## src/rtl/mux_n_scan_reg_if.sv

```systemverilog
// Bus bundle for mux_n_scan_reg: channel data, select/mode/capture controls
// and the registered output word with its valid/ready handshake.
// Optional MUX_SCAN_PARITY_EN adds the f_par output bit.
//
// Handshake: f_valid high means f/f_ch/sel_err(/f_par) hold a word not yet
// consumed; the word is transferred on a rising clk edge where
// f_valid & f_ready are both high. While f_valid is high and f_ready is low
// the producer holds every output field stable. f_valid never depends
// combinationally on f_ready.
interface mux_n_scan_reg_if #(
    parameter int WIDTH    = 4,
    parameter int CHANNELS = 8,
    parameter int SELW     = 3
);
    logic [CHANNELS*WIDTH-1:0] w;
    logic [SELW-1:0]           s;
    logic                      mode;
    logic                      en;
    logic [WIDTH-1:0]          f;
    logic [SELW-1:0]           f_ch;
    logic                      f_valid;
    logic                      f_ready;
    logic                      sel_err;
`ifdef MUX_SCAN_PARITY_EN
    logic                      f_par;
`endif

    // Mux side: consumes channel data and controls, produces the word.
    modport slave (
        input  w, s, mode, en, f_ready,
        output f, f_ch, f_valid, sel_err
`ifdef MUX_SCAN_PARITY_EN
        , output f_par
`endif
    );

    // Environment side: drives data/controls and consumes the word.
    modport master (
        output w, s, mode, en, f_ready,
        input  f, f_ch, f_valid, sel_err
`ifdef MUX_SCAN_PARITY_EN
        , input f_par
`endif
    );
endinterface

```

## src/rtl/mux_n_scan_reg.sv

```systemverilog
// N-channel WIDTH-bit multiplexer with a one-word registered output stage.
// Direct mode picks the channel from s; auto-scan mode walks an internal
// channel counter, staying DWELL accepted transfers on each channel.
// Optional feature macro: MUX_SCAN_PARITY_EN (adds even-parity bit f_par).
// dbg_state exposes the output-stage FSM state (0 = EMPTY, 1 = FULL).
module mux_n_scan_reg #(
    parameter int WIDTH    = 4,
    parameter int CHANNELS = 8,
    parameter int SELW     = 3,
    parameter int DWELL    = 1
) (
    input  logic              clk,
    input  logic              rst,
    mux_n_scan_reg_if.slave   bus,
    output logic              dbg_state
);

    localparam int DWW = (DWELL > 1) ? $clog2(DWELL) : 1;
    localparam logic [SELW:0]   CH_COUNT   = (SELW+1)'(CHANNELS);
    localparam logic [SELW-1:0] CH_LAST    = SELW'(CHANNELS - 1);
    localparam logic [DWW-1:0]  DWELL_LAST = DWW'(DWELL - 1);

    typedef enum logic {
        EMPTY = 1'b0,
        FULL  = 1'b1
    } state_t;

    state_t           state;
    logic [SELW-1:0]  ch;
    logic [DWW-1:0]   dwell;
    logic             mode_q;
    logic [WIDTH-1:0] f_q;
    logic [SELW-1:0]  f_ch_q;
    logic             sel_err_q;

    logic             mode_rise;
    logic             capture;
    logic [SELW-1:0]  ch_base;
    logic [DWW-1:0]   dwell_base;
    logic [SELW-1:0]  sel;
    logic             in_range;
    logic [WIDTH-1:0] sel_data;
    logic [SELW-1:0]  ch_next;
    logic [DWW-1:0]   dwell_next;

    // Capture decision, channel choice and next scan position.
    always_comb begin
        mode_rise  = bus.mode & ~mode_q;
        capture    = bus.en & ((state == EMPTY) | bus.f_ready);
        // A fresh entry into scan mode restarts the walk at channel 0 and
        // the capture in that same cycle already uses the restarted value.
        ch_base    = mode_rise ? '0 : ch;
        dwell_base = mode_rise ? '0 : dwell;
        sel        = bus.mode ? ch_base : bus.s;
        // Only reachable as false when CHANNELS is not a power of two.
        in_range   = {1'b0, sel} < CH_COUNT;

        sel_data = '0;
        for (int k = 0; k < CHANNELS; k++) begin
            if (sel == SELW'(k)) begin
                sel_data = bus.w[k*WIDTH +: WIDTH];
            end
        end

        ch_next    = ch_base;
        dwell_next = dwell_base;
        if (capture && bus.mode) begin
            if (dwell_base == DWELL_LAST) begin
                dwell_next = '0;
                ch_next    = (ch_base == CH_LAST) ? '0 : ch_base + 1'b1;
            end else begin
                dwell_next = dwell_base + 1'b1;
            end
        end
    end

    // Output-stage FSM plus all registered outputs and scan counters.
    always_ff @(posedge clk) begin
        if (rst) begin
            state     <= EMPTY;
            f_q       <= '0;
            f_ch_q    <= '0;
            sel_err_q <= 1'b0;
            ch        <= '0;
            dwell     <= '0;
            mode_q    <= 1'b0;
        end else begin
            mode_q <= bus.mode;
            ch     <= ch_next;
            dwell  <= dwell_next;
            case (state)
                EMPTY: if (capture) state <= FULL;
                FULL:  if (bus.f_ready && !bus.en) state <= EMPTY;
                default: state <= EMPTY;
            endcase
            if (capture) begin
                f_q       <= in_range ? sel_data : '0;
                f_ch_q    <= sel;
                sel_err_q <= ~in_range;
            end
        end
    end

`ifdef MUX_SCAN_PARITY_EN
    logic f_par_q;

    // Even parity of the captured word, held alongside it during stalls.
    always_ff @(posedge clk) begin
        if (rst) begin
            f_par_q <= 1'b0;
        end else if (capture) begin
            f_par_q <= in_range ? ^sel_data : 1'b0;
        end
    end

    assign bus.f_par = f_par_q;
`endif

    assign bus.f       = f_q;
    assign bus.f_ch    = f_ch_q;
    assign bus.sel_err = sel_err_q;
    assign bus.f_valid = (state == FULL);
    assign dbg_state   = state;

endmodule

```

## src/flat_wrapper.sv

```systemverilog
// flat-port wrapper written by rule: the top's interface ports become plain ports
module mux_n_scan_reg_flat 
#(
    parameter int WIDTH    = 4,
    parameter int CHANNELS = 8,
    parameter int SELW     = 3,
    parameter int DWELL    = 1
)
  (clk, rst, dbg_state, bus_w, bus_s, bus_mode, bus_en, bus_f_ready, bus_f, bus_f_ch, bus_f_valid, bus_sel_err);
  mux_n_scan_reg_if #(.WIDTH(WIDTH), .CHANNELS(CHANNELS), .SELW(SELW)) bus_i ();
  input  logic clk;
  input  logic rst;
  output logic dbg_state;
  input wire logic [$bits(bus_i.w)-1:0] bus_w;
  input wire logic [$bits(bus_i.s)-1:0] bus_s;
  input wire logic [$bits(bus_i.mode)-1:0] bus_mode;
  input wire logic [$bits(bus_i.en)-1:0] bus_en;
  input wire logic [$bits(bus_i.f_ready)-1:0] bus_f_ready;
  output wire logic [$bits(bus_i.f)-1:0] bus_f;
  output wire logic [$bits(bus_i.f_ch)-1:0] bus_f_ch;
  output wire logic [$bits(bus_i.f_valid)-1:0] bus_f_valid;
  output wire logic [$bits(bus_i.sel_err)-1:0] bus_sel_err;
  assign bus_i.w = bus_w;
  assign bus_i.s = bus_s;
  assign bus_i.mode = bus_mode;
  assign bus_i.en = bus_en;
  assign bus_i.f_ready = bus_f_ready;
  assign bus_f = bus_i.f;
  assign bus_f_ch = bus_i.f_ch;
  assign bus_f_valid = bus_i.f_valid;
  assign bus_sel_err = bus_i.sel_err;
  mux_n_scan_reg #(.WIDTH(WIDTH), .CHANNELS(CHANNELS), .SELW(SELW), .DWELL(DWELL)) u_core (.clk(clk), .rst(rst), .bus(bus_i), .dbg_state(dbg_state));
endmodule
```

## config.mk

```make
export PLATFORM = sky130hd
export DESIGN_NAME = mux_n_scan_reg_flat
export DESIGN_NICKNAME = d
export VERILOG_FILES = /design/src/rtl/mux_n_scan_reg_if.sv /design/src/rtl/mux_n_scan_reg.sv /design/src/flat_wrapper.sv
export SDC_FILE = /design/constraint.sdc
export NUM_CORES = 1
export LEC_CHECK = 0
export CORE_MARGIN = 2
export CORE_UTILIZATION = 30
export CTS_CLUSTER_DIAMETER = 40
export CTS_CLUSTER_SIZE = 30
export DETAILED_ROUTE_END_ITERATION = 10
export PLACE_DENSITY = 0.65
export SLEW_MARGIN = 10
export SYNTH_ARGS = -nofsm -noshare
export SYNTH_HDL_FRONTEND = slang
export SYNTH_SLANG_ARGS = --single-unit
```

## constraint.sdc

```tcl
create_clock -name clk -period 1.65 [get_ports clk]
set_clock_uncertainty 0.2 [all_clocks]
set_input_delay 0.4125 -clock clk [delete_from_list [all_inputs] [get_ports clk]]
set_output_delay 0.4125 -clock clk [all_outputs]
set_load 0.05 [all_outputs]
```

==> impl_metrics.tcl <==
set metrics [dict create \
    status "finished, violations left" \
    violations "setup timing" \
    grt_first_pass_wirelength_um 6330 \
    max_freq_ghz 0.540 \
    startpoint_type "register" \
    placed_area_um2 1910 \
    ys_seq_elements 13 \
    routedWlPerCell_um 15.7 \
    syn2layout_area_growth_pct 102 \
    synth_cells 133 \
    synth_nets 173 \
    clock_tree.root_cell "clkbuf_4" \
    antenna_found_initial 0 \
    initial_core_util_pct 31.5 \
    die_area_um2 4020 \
    core.rowCount 21 \
    critical_path_required_ps 1660 \
    hold-path-cell-count 3 \
    slew_violations 0 \
    grtUsageTotal_pct 19.7 \
    seqCellArea_um2 272 \
    via_per_inst 5.39 \
    io_pins 50 \
    drt_wl_total_um 4160 \
    io_buffers 48 \
    synth_xor_area_share_pct 1.65 \
    drtPass1Iterations 4 \
    cp-end-kind "register" \
    setup_viol 4 \
    hold-path-endpoint "u_core.bus.f_valid" \
    min_period_ps 1850 \
    synth_adder_area_share_pct 0 \
    cp.arrival_ps 1860 \
    n_antenna_cell 0 \
    htreeDepth 1 \
    dpl.hpwl_um 3200 \
    path_clk_slew_ps 80 \
    timing.rr.end "u_core.bus.f[1]" \
    synthSimpleGateAreaFrac_pct 26.0 \
    hold_class "in2reg" \
    synth_mux_area_share_pct 0.945 \
    ys_seq_area_share_pct 24.6 \
    synth_cell_types 43 \
    layout-drive-gt1-share_pct 42.9 \
    fin_nets 260 \
    min_from "bus_f_ready" \
    die_height_um 63.4 \
    coreArea_um2 3360 \
    drv_cap 0 \
    mostFrequentLayoutCell "buf_4" \
    setup_tns_ps -690 \
    p_leak_nw 0.838 \
    finalHoldViolCount 0 \
    cts_buffer_depth 2 \
    gp_congestion 0.908 \
    multiInputGateArea_um2 885 \
    synth.avg_cell_area_um2 7.97 \
    cts_tree "done" \
    grt_max_degree 10 \
    synth_warnings 0 \
    fin_area_um2 2140 \
    synth_compound_area_share_pct 41.8 \
    drc 0 \
    drt_iter0_drc 60 \
    reg2reg_depth 5 \
    cp_max_fo 7 \
    synthesis.area_um2 1060 \
    cts_buffers 3 \
    ant_nets 0 \
    grt_pass1_vias 1398 \
    nFillCells 289 \
    r2r_slack_ps -200 \
    grt.overflow.total 0 \
    hold_ws_ps 279 \
    fin_crit_sh_pct 112 \
    ir_drop_uv 197 \
    power_mw 1.05 \
    synth_top_family_by_area "compound AO/OA/AOI/OAI gates" \
    setup_slack_ps -201 \
    critical_path_class "reg2reg" \
    clkLatencyLatePin_ps 280 \
    vias 1429 \
    rsz0062_at_grt "yes" \
    rr_startpoint "u_core.ch[1]" \
    final_cell_mix "37 x buf_4, 33 x clkdlybuf4s50_1, 16 x nor2_1" \
    die_w_um 63.4 \
    pwr_density_cell_nw_per_um2 493 \
    clock_sinks 13 \
]
-- final cells by class --
cell class | count | area share, %
clock buffer | 4 | 1.23
tap | 46 | 2.69
timing repair buffer | 88 | 41.5
sequential | 13 | 12.7
multi-input combinational | 111 | 41.4
inverter | 3 | 0.527
-- synthesized netlist by cell type, drive strengths merged --
library cell  number  area share, %
o311ai             4            3.3
nor2              20            7.1
a21o               2            1.4
o21ai              7            3.3
conb               1           0.35
mux2i              1           0.94
clkbuf             2           0.71
nor3b              1            1.2
buf                4            3.0
and4b              2            2.4
a2bb2oi            1            1.4
nor3               4            1.9
nand4b             1           0.83
a22o               3            2.5
a41oi              4            3.3
a21oi             14            7.7
nor2b              1           0.59
nand4              2            1.2
dfxtp             13             25
o21a               1           0.71
inv                3            1.1
o31ai              1           0.71
a22oi              3            2.1
o32ai              2            2.4
a32oi              2            1.7
a311o              4            3.8
xnor2              1           0.83
nand3              2           0.94
and2b              1           0.71
nand2b             3            1.8
nand3b             1           0.71
a2bb2o             4            7.6
and3               2            1.2
nand2             14            5.0
or2                1           0.59
xor2               1           0.83
-- registers in the layout, indices dropped and copies added, names as in the netlist --
signal,flops
u_core.bus.f,4
u_core.bus.f_ch,3
u_core.bus.f_valid,1
u_core.ch,3
u_core.dwell,1
u_core.mode_q,1
-- cell families after synthesis --
group	Yosys count
DFF	13
and+or+nand+nor	55
xor gates and xnor gates	2
other	1
muxes	1
AOI/OAI and AO/OA	52
buffers and inverters	9
-- per-stage QoR --
stage,instances,util [%],worst slack [ps]
after floorplan,133,-,-150
after global routing,265,63.5,-244
after detailed placement,254,56.8,-864
final,265,63.5,-201
after global placement,254,56.8,-774
after CTS,262,60.3,-182
-- worst max-delay path by stage --
stage,start,endpoint,depth (start not counted)
final,u_core.ch[1],u_core.bus.f[1],5
after global routing,u_core.ch[1],u_core.bus.f[1],5
after CTS,u_core.ch[1],u_core.bus.f[0],5
after detailed placement,bus_mode,u_core.bus.f[1],6
after global placement,bus_mode,u_core.bus.f[0],7
after floorplan,bus_mode,u_core.bus.f[2],6
-- critical path: stages, from the launching register on --
cell	delay, ps
dfxtp_4	370
and4b_4	400
o21ai_2	90
a2bb2o_4	220
a311o_1	340
a41oi_2	150
-- layer usage --
metal	routed length (µm)	global-route usage [%]	up-vias
met5	0	0	-
met3	282	3.39	13
li1	-	-	681
met2	2070	31.7	66
met4	119	11.4	0
met1	1680	24.6	669
-- power breakdown --
| group | switching (mW) | internal [mW] | total, mW |
|---|---|---|---|
| clock | 0.109 | 0.0940 | 0.203 |
| combinational | 0.222 | 0.280 | 0.502 |
| sequential | 0.0199 | 0.329 | 0.349 |
-- what timing repair did --
item                       CTS  global route
gates resized for setup     28            23
hold buffers                 0             0
setup endpoints to repair    9             7
pin swaps                   13            10
setup buffers                4             3
cloned                       0             0
(Power assumes the default switching activity.)
